`src/rtl/alu_rs_scheduler.sv`:
```
// Reservation station for one single-cycle-handshake ALU: buffers dispatched ops,
// wakes pending operands from the CDB, issues ready ops round-robin, returns results.
module alu_rs_scheduler #(
    parameter int unsigned ENTRIES = 4,
    parameter int unsigned TAG_W   = 4
) (
    input  logic             clk,
    input  logic             rst_n,
    input  logic             disp_valid,
    output logic             disp_ready,
    input  logic [3:0]       disp_ctrl,
    input  logic [31:0]      disp_a,
    input  logic [31:0]      disp_b,
    input  logic [TAG_W-1:0] disp_qa,
    input  logic [TAG_W-1:0] disp_qb,
    input  logic [TAG_W-1:0] disp_tag,
    input  logic             cdb_valid,
    input  logic [TAG_W-1:0] cdb_tag,
    input  logic [31:0]      cdb_data,
    output logic             fu_en,
    output logic [3:0]       fu_ctrl,
    output logic [31:0]      fu_a,
    output logic [31:0]      fu_b,
    input  logic [31:0]      fu_res,
    input  logic             fu_overflow,
    input  logic             fu_finish,
    output logic             res_valid,
    input  logic             res_ready,
    output logic [TAG_W-1:0] res_tag,
    output logic [31:0]      res_data,
    output logic             res_overflow
);

    localparam int unsigned PTR_W = (ENTRIES > 1) ? $clog2(ENTRIES) : 1;

    typedef enum logic [1:0] {IDLE, ISSUE, WAIT, RESULT} state_t;

    state_t             state;
    logic [PTR_W-1:0]   ptr;
    logic [TAG_W-1:0]   issue_tag;

    logic [ENTRIES-1:0] ent_valid;
    logic [3:0]         ent_ctrl [ENTRIES];
    logic [31:0]        ent_va   [ENTRIES];
    logic [31:0]        ent_vb   [ENTRIES];
    logic [TAG_W-1:0]   ent_qa   [ENTRIES];
    logic [TAG_W-1:0]   ent_qb   [ENTRIES];
    logic [TAG_W-1:0]   ent_tag  [ENTRIES];

    logic [ENTRIES-1:0] ent_ready;
    logic               free_found;
    logic [PTR_W-1:0]   free_idx;
    logic               sel_found;
    logic [PTR_W-1:0]   sel_idx;
    logic               disp_hit_a;
    logic               disp_hit_b;

    function automatic logic [PTR_W-1:0] wrap_idx(input int unsigned v);
        return PTR_W'((v >= ENTRIES) ? v - ENTRIES : v);
    endfunction

    always_comb begin
        ent_ready = '0;
        for (int unsigned i = 0; i < ENTRIES; i++) begin
            ent_ready[i] = ent_valid[i] && (ent_qa[i] == '0) && (ent_qb[i] == '0);
        end
    end

    always_comb begin
        free_found = 1'b0;
        free_idx   = '0;
        for (int unsigned i = 0; i < ENTRIES; i++) begin
            if (!ent_valid[i] && !free_found) begin
                free_found = 1'b1;
                free_idx   = PTR_W'(i);
            end
        end
    end

    // Search starts at the round-robin pointer and wraps once around the station.
    always_comb begin
        sel_found = 1'b0;
        sel_idx   = '0;
        for (int unsigned off = 0; off < ENTRIES; off++) begin
            if (!sel_found && ent_ready[wrap_idx(32'(ptr) + off)]) begin
                sel_found = 1'b1;
                sel_idx   = wrap_idx(32'(ptr) + off);
            end
        end
    end

    assign disp_ready = free_found;
    assign disp_hit_a = cdb_valid && (disp_qa != '0) && (disp_qa == cdb_tag);
    assign disp_hit_b = cdb_valid && (disp_qb != '0) && (disp_qb == cdb_tag);

    always_ff @(posedge clk) begin
        if (!rst_n) begin
            state        <= IDLE;
            ptr          <= '0;
            issue_tag    <= '0;
            ent_valid    <= '0;
            fu_en        <= 1'b0;
            fu_ctrl      <= '0;
            fu_a         <= '0;
            fu_b         <= '0;
            res_valid    <= 1'b0;
            res_tag      <= '0;
            res_data     <= '0;
            res_overflow <= 1'b0;
        end else begin
            if (cdb_valid) begin
                for (int unsigned i = 0; i < ENTRIES; i++) begin
                    if (ent_valid[i] && (ent_qa[i] != '0) && (ent_qa[i] == cdb_tag)) begin
                        ent_va[i] <= cdb_data;
                        ent_qa[i] <= '0;
                    end
                    if (ent_valid[i] && (ent_qb[i] != '0) && (ent_qb[i] == cdb_tag)) begin
                        ent_vb[i] <= cdb_data;
                        ent_qb[i] <= '0;
                    end
                end
            end

            // The free slot is invalid, so it never collides with the wakeup or issue writes.
            if (disp_valid && free_found) begin
                ent_valid[free_idx] <= 1'b1;
                ent_ctrl[free_idx]  <= disp_ctrl;
                ent_tag[free_idx]   <= disp_tag;
                ent_va[free_idx]    <= disp_hit_a ? cdb_data : disp_a;
                ent_qa[free_idx]    <= disp_hit_a ? '0 : disp_qa;
                ent_vb[free_idx]    <= disp_hit_b ? cdb_data : disp_b;
                ent_qb[free_idx]    <= disp_hit_b ? '0 : disp_qb;
            end

            case (state)
                IDLE: begin
                    if (sel_found) begin
                        fu_ctrl            <= ent_ctrl[sel_idx];
                        fu_a               <= ent_va[sel_idx];
                        fu_b               <= ent_vb[sel_idx];
                        issue_tag          <= ent_tag[sel_idx];
                        ent_valid[sel_idx] <= 1'b0;
                        ptr                <= wrap_idx(32'(sel_idx) + 1);
                        fu_en              <= 1'b1;
                        state              <= ISSUE;
                    end
                end
                ISSUE: begin
                    fu_en <= 1'b0;
                    state <= WAIT;
                end
                WAIT: begin
                    if (fu_finish) begin
                        res_data     <= fu_res;
                        res_overflow <= fu_overflow;
                        res_tag      <= issue_tag;
                        res_valid    <= 1'b1;
                        state        <= RESULT;
                    end
                end
                RESULT: begin
                    if (res_ready) begin
                        res_valid <= 1'b0;
                        state     <= IDLE;
                    end
                end
                default: state <= IDLE;
            endcase
        end
    end

endmodule

```
`config.mk`:
```
export PLATFORM = sky130hd
export DESIGN_NAME = alu_rs_scheduler
export DESIGN_NICKNAME = d
export VERILOG_FILES = /design/src/rtl/alu_rs_scheduler.sv
export SDC_FILE = /design/constraint.sdc
export NUM_CORES = 1
export LEC_CHECK = 0
export BUFFER_PORTS_ARGS = -buffer_cell sky130_fd_sc_hd__buf_2
export CORE_MARGIN = 3
export CORE_UTILIZATION = 63
export CTS_CLUSTER_DIAMETER = 30
export CTS_CLUSTER_SIZE = 40
export DETAILED_ROUTE_END_ITERATION = 6
export PLACE_DENSITY_LB_ADDON = 0.12
export SYNTH_ARGS = -nofsm -noshare
export SYNTH_HDL_FRONTEND = slang
export SYNTH_SLANG_ARGS = --single-unit
```
`constraint.sdc`:
```
create_clock -name clk -period 12.64 [get_ports clk]
set_clock_uncertainty 0.1 [all_clocks]
set_input_delay 0 -clock clk [delete_from_list [all_inputs] [get_ports clk]]
set_output_delay 0 -clock clk [all_outputs]
set_load 0.05 [all_outputs]
```
==> results by group <==
Detailed routing
  – Detailed-route via count: 14.5k
  – Pre-antenna DRT Iters: 5
  – Vias per cell: 6.19
  – WL/cell: 24.4 um
  – DRT antenna net count: 0
  – Initial drt markers: 1295
  – Residual DRC count: 0
  – Total Wirelength: 57300 um

Synth
  – Ys Warns: 0
  – Post-synth EDFFs: 320
  – Post-Synthesis Net Count: 1566
  – Mapped Cells: 1406
  – Post-synth top area share: 48.1%
  – Synth Area per Inst: 14.2 um2
  – Synth top cells by count: 320 x edfxtp_1, 197 x mux2_1, 145 x mux2i_1, 119 x dfxtp_1, 95 x nand2_1
  – Mapped cell area: 20000 um2
  – Yosys reg bits: 439
  – Asr flop ratio synth: 0%
  – Post-synth cell types: 61
  – Synth area leader: edfxtp_1
  – Top-count cell post-synth: edfxtp_1
  – Post-synth top flop: edfxtp_1
  – Register area share after synthesis: 60.1%
  – Synth top area cells: edfxtp_1 48%, dfxtp_1 12%, mux2_1 11%

Pwr
  – Switching share of power: 22.7%
  – Worst VDD drop: 0.000192 V
  – Clock power share: 55.5%
  – Switching power: 0.000947 W
  – Reg power frac: 38.1%
  – Comb pwr share: 6.4%
  – Overall Power: 0.00417 W
  – Internal power: 0.00323 W
  – Lkg Pwr: 10.8 nW
  – Pwr Density: 160 nW/um2

Timing
  – Unrepaired setup endpoints after global routing: false
  – Finish-stage setup viols: 0
  – Slew at the pin closest to its max-slew limit: 1.25 ns
  – PnR worst setup slack: 8.57 ns
  – Post-Route Setup TNS: 0 ns
  – Period utilization: 32.2%
  – Final min period: 4.07 ns
  – Slew Limit Fails: 0
  – Slew headroom: 16.9%
  – Final hold violations: 0
  – Fmax: 246 MHz

Clock network
  – CTS Buf Count: 88
  – Root Buffer: clkbuf_16
  – Clock Tree Buf Depth: 3
  – CTS resizes: 0
  – CTS sink cnt: 439
  – CTS tree: done
  – Skew-Pair Late Insertion Delay: 0.59 ns
  – H-tree Lvls: 3
  – Clock transition at path regs: 0.05 ns

Die
  – Rows: 64
  – Die X-Extent: 184 um
  – DIE AREA: 33900 um2
  – Initial cell density of the core: 64.6%
  – Ports: 263
  – Core Box Area: 30900 um2
  – Die height: 184 um

Critical path
  – Crit-path slowest cell: nand2_2
  – CP required: 12.88 ns
  – Worst-path cell chain: dlygate4sd3_1 > buf_4 > nand4b_1 > inv_1 > nand2_2 > mux2_1 > dlygate4sd3_1
  – CP Buf/Inv Count: 4
  – Crit-path most repeated cell: dlygate4sd3_1
  – Worst-path fanout max: 44
  – Setup Crit Path Kind: in2reg
  – Crit path launch: rst_n
  – Largest stage delay, worst path: 0.82 ns
  – WP data arrival: 4.30 ns
  – Reg-to-reg startpoint: ent_valid[0]
  – Setup crit end kind: flip-flop
  – CP delay by family, top: buffers and inverters
  – Startpoint Class: primary input

Place
  – Dpl ws: 8.86 ns
  – Port Buf Inserts: 262
  – Placed Area: 21200 um2
  – Dpl hpwl: 28900 um
  – RD Place Congestion: 0.856

Final layout
  – Area of the multi-input gates: 7270 um2
  – Share of cells above drive strength 1: 26.9%
  – Nets: 2030
  – Fillers: 1480
  – Register area: 12000 um2
  – Post-route cell area: 26200 um2
  – Area Overhead vs Synth: 31.1%

Run
  – Max-cap violations: 0

Global route
  – GRT overflow: 0
  – Initial antenna violation count: 4
  – Vias in the first global route: 15.3k
  – First-pass GRT wire length: 87000 um
  – Pin count of the biggest net entering global routing: 77
  – Total Routing Usage GR: 33.4%

Min path
  – Worst hold path startpoint: fu_res[26]
  – Worst Hold Class: in2reg

Status
  – Run status: complete, no violations
## tightest hold or removal path, delay by kind of cell
kind            cells  cell delay (ns)
simple gates        1             0.04
buf+inv             2             0.65
compound gates      1             0.05
## sequential cells by signal, summed over array words and instances (netlist names)
register,cells
ptr,2
state,2
fu_a,32
ent_qb,16
res_overflow,1
ent_va,128
issue_tag,4
fu_b,32
res_tag,4
res_data,32
res_valid,1
fu_ctrl,4
ent_ctrl,16
ent_vb,128
ent_tag,16
fu_en,1
ent_qa,16
ent_valid,4
## per-stage QoR
stage	utilization, %	hold slack, ns	std cells
2_1_floorplan	-	-0.00113	1406
3_3_place_gp	68.7	0.112	1985
3_5_place_dp	68.7	0.115	1985
4_1_cts	84.7	0.0873	2341
5_1_grt	84.7	0.114	2343
6_report	84.7	0.101	2343
## power by group through the flow
stage	registers [W]	logic [W]	clock network [W]
after floorplan	0.00163	0.000112	0
after global placement	0.00162	0.000197	0
after detailed placement	0.00162	0.000204	0
after CTS	0.00159	0.000257	0.00231
after global routing	0.00159	0.000284	0.00239
final	0.00159	0.000267	0.00232
## cell usage in the layout (no fill, tap or decap), types with 5 or more instances in the layout
cell type      count
o221ai_1          72
clkinv_2          12
o21ai_4            6
or4_1              6
inv_1              9
dlygate4sd3_1    191
clkbuf_16         92
mux2_2            59
nor3_1            14
buf_2            261
nor2_1            40
nand2_2            5
inv_6              8
buf_4             18
dfxtp_1          119
nand2_1           90
nor3_2             6
edfxtp_1         320
nand3_1           79
mux2i_1          145
clkinv_4           8
a21oi_1           51
clkinvlp_4         5
xnor2_1           14
clkbuf_1          15
bufinv_16          6
mux2_1           197
clkbuf_8          11
ha_1               5
xor2_1            16
nand4_1            5
## timing repair
action                                 in CTS  in global routing
buffers inserted                            0                  0
endpoints found under the hold margin     396                  0
hold buffers                              191                  0
## metal layers
| metal | vias up | share of wire [%] | GRT usage [%] |
|---|---|---|---|
| li1 | 6367 | - | - |
| met5 | - | 0.047 | 0 |
| met4 | 4 | 2.8 | 14.2 |
| met2 | 823 | 50 | 57.4 |
| met3 | 135 | 9.1 | 6.87 |
| met1 | 7170 | 38 | 41.3 |
## cells by family (layout without fill, tap and decap cells)
family / count (synthesis) / after routing / synth area share (%)
compound gates: 153 / 153 / 5.75
xor+xnor: 30 / 30 / 1.32
fa+ha+maj: 5 / 5 / 0.313
buf+inv: 110 / 649 / 4.09
flops: 439 / 439 / 60.1
mux: 401 / 401 / 21.7
other cells: 0 / 2 / 0
simple gates: 268 / 268 / 6.74
## area by class of cell
| type | count | area share [%] |
|---|---|---|
| Antenna cell | 2 | 0.0191 |
| Timing Repair Buffer | 470 | 12.8 |
| Multi-Input combinational cell | 857 | 27.8 |
| Tap cell | 396 | 1.89 |
| Sequential cell | 439 | 45.8 |
| Clock buffer | 118 | 9.59 |
| Inverter | 14 | 0.201 |
| Clock inverter | 47 | 1.90 |
## worst paths after layout
path | slack (ns) | endpoint | cells past startpoint
min reg2reg | 0.35 | res_data[30] | 2
min | 0.10 | res_data[26] | 4
max | 8.57 | ent_vb[1][12] | 7
max reg2reg | 8.67 | ent_vb[1][12] | 5
No activity file was read; power rests on OpenSTA's default activity.
